**config.mk**
```make
export PLATFORM = sky130hd
export DESIGN_NAME = fir_interp
export DESIGN_NICKNAME = d
export VERILOG_FILES = /design/src/rtl/radio_const_pkg.sv /design/src/rtl/fir_interp.sv
export SDC_FILE = /design/constraint.sdc
export NUM_CORES = 1
export LEC_CHECK = 0
export CAP_MARGIN = 0
export CORE_MARGIN = 1.5
export CORE_UTILIZATION = 25
export DETAILED_ROUTE_END_ITERATION = 16
export PLACE_DENSITY_LB_ADDON = 0.05
export SLEW_MARGIN = 20
export SYNTH_ARGS = -nofsm -noshare
export SYNTH_HDL_FRONTEND = slang
export SYNTH_SLANG_ARGS = --single-unit
```
**constraint.sdc**
```tcl
create_clock -name clk -period 1.5 [get_ports clk]
set_input_delay 0.15 -clock clk [delete_from_list [all_inputs] [get_ports clk]]
set_output_delay 0.15 -clock clk [all_outputs]
set_load 0.02 [all_outputs]
```
**src/rtl/radio_const_pkg.sv**
```systemverilog
// Shared constants and types for the radio datapath filters.
// Holds the interpolator's default taps, default quantisation and FSM state type.
package radio_const_pkg;

  localparam int INTERP_NUM_TAPS   = 32;
  localparam int INTERP_QUANT_BITS = 10;

  // Prototype taps, already scaled by the interpolation factor.
  localparam logic signed [31:0] INTERP_COEFFS [INTERP_NUM_TAPS] = '{default: 32'sd0};

  typedef enum logic [1:0] {
    IDLE  = 2'd0,
    MAC   = 2'd1,
    WRITE = 2'd2
  } fir_interp_state_e;

endpackage

```
**src/rtl/fir_interp.sv**
```systemverilog
// Polyphase interpolating FIR: one input sample in, INTERPOLATION filtered samples out,
// using a single multiply-accumulate per clock between an upstream and a downstream FIFO.
module fir_interp
  import radio_const_pkg::*;
#(
  parameter int                INTERPOLATION   = 4,
  parameter int                FIFO_DATA_WIDTH = 32,
  parameter int                NUM_TAPS        = INTERP_NUM_TAPS,
  parameter logic signed [31:0] COEFFS [NUM_TAPS] = INTERP_COEFFS,
  parameter int                QUANT_BITS      = INTERP_QUANT_BITS
) (
  input  logic                       clk,
  input  logic                       rst,
  input  logic                       rd_fifo_empty,
  output logic                       rd_fifo_rd_en,
  input  logic [FIFO_DATA_WIDTH-1:0] rd_fifo_data_in,
  input  logic                       wr_fifo_full,
  output logic                       wr_fifo_wr_en,
  output logic [FIFO_DATA_WIDTH-1:0] wr_fifo_data_out
);

  localparam int P    = NUM_TAPS / INTERPOLATION;
  localparam int PH_W = (INTERPOLATION > 1) ? $clog2(INTERPOLATION) : 1;
  localparam int K_W  = (P > 1) ? $clog2(P) : 1;
  localparam int CI_W = (NUM_TAPS > 1) ? $clog2(NUM_TAPS) : 1;
  localparam int AW   = 64;

  if ((NUM_TAPS % INTERPOLATION) != 0) begin : g_bad_taps
    $error("fir_interp: NUM_TAPS must be a multiple of INTERPOLATION");
  end

  fir_interp_state_e state_r, state_s;

  logic signed [FIFO_DATA_WIDTH-1:0] hist_r [P];
  logic        [PH_W-1:0]            phase_r;
  logic        [K_W-1:0]             k_r;
  logic signed [AW-1:0]              acc_r;
  logic        [FIFO_DATA_WIDTH-1:0] out_reg_r;

  logic        [CI_W-1:0]            coef_idx_s;
  logic signed [AW-1:0]              hist_ext_s;
  logic signed [AW-1:0]              coef_ext_s;
  logic signed [AW-1:0]              prod_s;
  logic signed [AW-1:0]              sum_s;
  logic        [FIFO_DATA_WIDTH-1:0] out_next_s;
  logic                              last_k_s;
  logic                              last_phase_s;
  logic                              rd_req_s;
  logic                              wr_req_s;

  // Polyphase tap select and the single signed multiply-accumulate.
  always_comb begin
    coef_idx_s   = CI_W'(int'(k_r) * INTERPOLATION + int'(phase_r));
    hist_ext_s   = AW'(hist_r[k_r]);
    coef_ext_s   = AW'(COEFFS[coef_idx_s]);
    prod_s       = hist_ext_s * coef_ext_s;
    sum_s        = acc_r + prod_s;
    out_next_s   = FIFO_DATA_WIDTH'(sum_s >>> QUANT_BITS);
    last_k_s     = (k_r == K_W'(P - 1));
    last_phase_s = (phase_r == PH_W'(INTERPOLATION - 1));
  end

  // Next-state logic and FIFO handshake requests.
  always_comb begin
    state_s  = state_r;
    rd_req_s = 1'b0;
    wr_req_s = 1'b0;
    case (state_r)
      IDLE: begin
        if (!rd_fifo_empty) begin
          rd_req_s = 1'b1;
          state_s  = MAC;
        end else begin
          state_s  = IDLE;
        end
      end
      MAC: begin
        if (last_k_s) begin
          state_s = WRITE;
        end else begin
          state_s = MAC;
        end
      end
      WRITE: begin
        if (!wr_fifo_full) begin
          wr_req_s = 1'b1;
          state_s  = last_phase_s ? IDLE : MAC;
        end else begin
          state_s  = WRITE;
        end
      end
      default: state_s = IDLE;
    endcase
  end

  // Strobes are masked during reset so an aborted operation never pops or pushes.
  assign rd_fifo_rd_en    = rd_req_s & ~rst;
  assign wr_fifo_wr_en    = wr_req_s & ~rst;
  assign wr_fifo_data_out = out_reg_r;

  // State, history, counters and accumulator.
  always_ff @(posedge clk) begin
    if (rst) begin
      state_r   <= IDLE;
      phase_r   <= {PH_W{1'b0}};
      k_r       <= {K_W{1'b0}};
      acc_r     <= 64'sd0;
      out_reg_r <= {FIFO_DATA_WIDTH{1'b0}};
      for (int i = 0; i < P; i++) begin
        hist_r[i] <= {FIFO_DATA_WIDTH{1'b0}};
      end
    end else begin
      state_r <= state_s;
      case (state_r)
        IDLE: begin
          if (!rd_fifo_empty) begin
            hist_r[0] <= rd_fifo_data_in;
            for (int i = P - 1; i > 0; i--) begin
              hist_r[i] <= hist_r[i-1];
            end
            phase_r <= {PH_W{1'b0}};
            k_r     <= {K_W{1'b0}};
            acc_r   <= 64'sd0;
          end
        end
        MAC: begin
          acc_r <= sum_s;
          if (last_k_s) begin
            out_reg_r <= out_next_s;
          end else begin
            k_r <= k_r + K_W'(1'b1);
          end
        end
        WRITE: begin
          if (!wr_fifo_full && !last_phase_s) begin
            phase_r <= phase_r + PH_W'(1'b1);
            k_r     <= {K_W{1'b0}};
            acc_r   <= 64'sd0;
          end
        end
        default: begin
          acc_r <= 64'sd0;
        end
      endcase
    end
  end

endmodule

```
Yosys cells after proc, flatten, opt, wreduce, memory -nomap -nowiden
Memories as Yosys holds them, arrays and structs flattened. A register that Yosys moved wholly into a read port is not among the register bits.
Cells that the tools add are included.
- flip-flop bits (word level): 103
- memory bits (writable): 256
- bits in read-only memories: 1024
- input bits: 36
- output and inout port bits: 34
- logic and storage cells: 77
- memories: 2
- memories (name ; words ; width ; rd ports ; clocked after Yosys merged registers in ; wr ports ; RTL line ; RTL):
    (no name shown) ; 32 ; 32 ; 1 ; 0 ; 0 ; fir_interp.sv:55 ; coef_ext_s = AW'(COEFFS[coef_idx_s]);
    hist_r ; 8 ; 32 ; 8 ; 1 ; 8 ; fir_interp.sv:34 ; logic signed [FIFO_DATA_WIDTH-1:0] hist_r [P];
- add/sub/neg operators: 4
- multipliers: 1
- magnitude comparators: 1
- eq/ne operators: 7
- mux-type cells: 35
- bitwise logic cells: 12
- reduce and logical (&&, ||, !) cells: 10
- operators with widths (operator ; number):
    $mux W32 ; 10
    $pmux W64 S3 ; 1
    $mux W64 ; 2
    $add A64 B64 Y64 ; 1
    $mul A32 B32 Y64 ; 1
    $mux W3 ; 5
    $mux W1 ; 10
    $pmux W3 S3 ; 1
    $mux W2 ; 4
    $or A1 B1 Y1 ; 8
    $ge A6 B6 Y1 const B ; 1
    $ne A2 B2 Y1 const B ; 3
    $not A5 Y6 ; 1
    $pmux W2 S3 ; 1
    $add A5 B2 Y5 ; 1
    $eq A2 B2 Y1 const B ; 2
    $pmux W2 S2 ; 1
    $reduce_and A2 Y1 ; 2
    $reduce_and A4 Y1 ; 1
    $add A3 B1 Y3 const B ; 1
    $eq A3 B3 Y1 const B ; 1
    $reduce_and A3 Y1 ; 1
    $reduce_bool A3 Y1 ; 1
    $add A2 B1 Y2 const B ; 1
    other kinds (7) ; 9

Depth between registers and ports, before layout
- word-level depth: 8
- gate-level depth with buffers: 5
- mapped depth without buffers: 5

Worst setup path before layout
No wires, ideal clock.
- path type: reg2reg
- start: register k_r[0]
- end: register k_r[1]
- setup time: 117 ps
- data arrival time: 1324 ps
- required time: 1383 ps
- path slack: 60 ps
- cell stages (with the launch flop): 6
- path buffers: 0
- period minus slack after synthesis: 1440 ps
- path through: dfxtp_1 ha_1 ha_1 mux2_2 o2bb2ai_1 a22o_1
- longest elaborated chain between the ends: 3
- elaborated cells between the ends (all ways): 6
- classes of those cells: add/sub (1); eq/ne (2); mux (2); reduce/logical (1)
- ends and longest elaborated chain (what ; RTL line ; RTL):
    from (decl) ; fir_interp.sv:36 ; logic [K_W-1:0] k_r;
    from (signal assigned) ; fir_interp.sv:106 ; k_r <= {K_W{1'b0}};
    from (signal assigned) ; fir_interp.sv:122 ; k_r <= {K_W{1'b0}};
    from (signal assigned) ; fir_interp.sv:131 ; k_r <= k_r + K_W'(1'b1);
    $add A3 B1 Y3 / $eq A3 B3 Y1 (equally long branches) ; fir_interp.sv:131, fir_interp.sv:59 ;
    $mux W3 / $ne A2 B2 Y1 (equally long branches) ; n/a ;
    $pmux W3 S3 / $reduce_and A4 Y1 (equally long branches) ; n/a ;
Parallel ways exist; a longest one is shown, timed or not. The select of a mux whose other input is x is not followed.
A chain may end at the register's enable or synchronous reset.

Final worst setup path
- start: register k_r[0]
- end: register k_r[0]
The elaborated chain is that of the path after synthesis.

==> results.ini <==
[routing]
routed_via_density=3.702
drc_errors=0
ant_nets=0
drt_iter0_markers=10
vias=422
first_pass_iters=4
drt_wl_total_mm=1.066
wire_per_inst_um=9.351

[setup_path]
required_ns=1.64
crit-reg2reg-launch=k_r[0]$_SDFFE_PP0P_
reg2reg_to=k_r[0]$_SDFFE_PP0P_
worstPathCellList=ha_2 -> ha_2 -> mux2_4 -> buf_4 -> o211ai_1 -> a21oi_1
cpMostUsedCell=ha_2
startpoint_type=flop
worst-r2r-cell-count=6
critPathMaxFanout=3
critPathMaxStageDelay_ns=0.32
reg2reg_slack_ns=0.07
cp-end-kind=flop
timing.critical_path.arrival_ns=1.57
critPathKind=flop to flop
critPathSlowestCell=dfxtp_2

[global_routing]
grt_pass1_vias=338
overflow=0
antenna_found_initial=0
grt_max_degree=11
grt_pass1_wl_mm=1.614
grtUsageTotal_pct=8.476

[job]
maxCapViolCount=0

[place]
place_hpwl_um=842.9
gp_congestion=0.6394
io_buffers=5
place_inst=110

[power]
ir_worst_vdd_mv=0.2508
power_density_nw_per_um2=761.0
power_frac_clock_pct=36.2
p_sw_mw=0.1819
combPwrFrac_pct=24.8
switching_share_pct=35.77
power.internal_mw=0.3266
sequentialPowerShare_pct=38.9
leakagePower_nw=0.3256

[floorplan]
start_util_pct=27.40
core_um2=2297
rows=17
die_w_um=53.18
die_h_um=53.18
die_area_um2=2828
io_pins=70

[clock_tree]
htree_num_levels=1
clock_latency_ns=0.26
clkTransAtPathRegs_ns=0.06
cts_setup_buffers=0
cts_root_buf=clkbuf_4
clock-sinks=7
tritoncts=built
numCtsBuffers=3
ctsLongestPathBuffers=2

[logic_synthesis]
synth_cell_type_count=26
synthesis.area_um2=629.4
ys_ff_latch=7
async_reset_ff_share_pct=0
ys.flop_type=dfxtp_1
yosysWarningCount=0
synth_cells=72
synth-edff-count=0
yosysSeqAreaShare_pct=22.27
syn_avg_cell_area_um2=8.741

[sta]
finalMaxSlewViolations=0
finalCriticalPeriod_ns=1.427
hold_viol=0
finClkSkew_ns=0.0007090
tns_ns=0
rsz0062_at_grt=false
fin_crit_sh_pct=95.11
fmax_mhz=700.9
finalSetupViolations=0

[status]
status=complete, no violations

[final_layout]
num-fill-cells=274
finalNonFillerCells=114
area_growth_syn_to_layout_pct=6.163
multi_input_area_um2=361.6
layout.nets=126
n_antenna_cell=0
ff_latch_area_um2=141.4
post_route_cells_drive_above_1_share_pct=25.58

[worst_hold_path]
hold_depth=1
hold_path.class=flop to flop
min-delay-start=k_r[1]$_SDFFE_PP0P_
hold_end=k_r[1]$_SDFFE_PP0P_

-- cells in the mapped netlist, types with 2 or more instances --
master     n  area [um^2]
nor3_1     3        15.01
a22o_1     2        17.52
a21oi_1    3        15.01
nand3b_1   2        15.01
ha_1       3        37.54
dfxtp_1    7        140.1
buf_4     32        240.2
nand3_1    2        10.01
-- cell families after synthesis --
family | share of synthesized area (%)
other cells | 0.5958
mux | 1.789
compound gates | 11.13
simple gates | 17.10
flops | 22.27
buf+inv | 41.15
fa+ha+maj | 5.965
-- worst max-delay path by stage --
| stage | start | end | slack, ns | cells after the start |
|---|---|---|---|---|
| after floorplan | k_r[0]$_SDFFE_PP0P_ | k_r[1]$_SDFFE_PP0P_ | 0.06 | 5 |
| after global placement | rst | rd_fifo_rd_en | -0.32 | 4 |
| after detailed placement | rst | rd_fifo_rd_en | -0.31 | 4 |
| after CTS | rst | rd_fifo_rd_en | 0.01 | 4 |
| after global routing | k_r[0]$_SDFFE_PP0P_ | k_r[0]$_SDFFE_PP0P_ | 0.004 | 6 |
| final | k_r[0]$_SDFFE_PP0P_ | k_r[0]$_SDFFE_PP0P_ | 0.07 | 6 |
-- cell usage in the layout, fill, tap and decap left out, types with 2 or more instances in the layout --
cell type	Yosys	final
a21oi_1	3	3
a22o_1	2	2
buf_4	32	8
clkbuf_4	0	3
clkdlybuf4s50_1	0	3
conb_1	1	32
dfxtp_1	7	6
ha_2	0	2
nand3_1	2	2
nand3b_1	2	2
nor3_1	3	3
-- through the flow --
stage / power, mW / setup slack (ns) / utilization (%) / cell area [um^2] / hold WS, ns
after floorplan: 0.3601 / 0.05958 / - / 745.7 / 0.2191
after global placement: 0.3251 / -0.3219 / 27.67 / 635.6 / 0.4652
after detailed placement: 0.3250 / -0.3127 / 27.67 / 635.6 / 0.4715
after CTS: 0.5128 / 0.01025 / 28.92 / 664.4 / 0.4920
after global routing: 0.5405 / 0.003554 / 29.09 / 668.1 / 0.5138
final: 0.5084 / 0.07330 / 29.09 / 668.1 / 0.4903
-- power by group through the flow --
| stage | combinational [mW] | clock, mW | sequential (mW) |
|---|---|---|---|
| finish | 0.126 | 0.184 | 0.198 |
| global route | 0.137 | 0.205 | 0.199 |
| CTS | 0.123 | 0.192 | 0.197 |
| detailed placement | 0.123 | 0 | 0.202 |
| global placement | 0.124 | 0 | 0.201 |
| floorplan | 0.163 | 0 | 0.197 |
-- registers in the layout, summed over array words and instances, names as in the netlist --
register,count
state_r,2
phase_r,2
k_r,3
-- per-layer routing --
layer	global-route usage [%]	vias to the layer above	wire, um
met3	1.695	2	58
met4	6.410	0	7
li1	-	209	-
met2	11.88	23	487
met5	0	-	0
met1	11.21	188	512
-- worst max-delay path, delay by kind of cell, from the launching register on --
family / cells / cell delay [ns]
fa+ha+maj: 2 / 0.35
mux: 1 / 0.27
buf+inv: 1 / 0.14
flops: 1 / 0.32
compound gates: 2 / 0.24
-- repair_timing --
action / in CTS / in global routing
setup endpoints to repair: 5 / 5
hold buffers: 0 / 0
pin swaps: 0 / 1
gates resized for setup: 6 / 8
-- area by class of cell --
class / instances / area share [%]
sequential: 7 / 21.16
multi-input combinational: 61 / 54.12
tap: 28 / 5.243
timing repair buffer: 13 / 14.98
inverter: 1 / 0.5618
clock buffer: 4 / 3.933
Power figures use the tool's default switching activity.
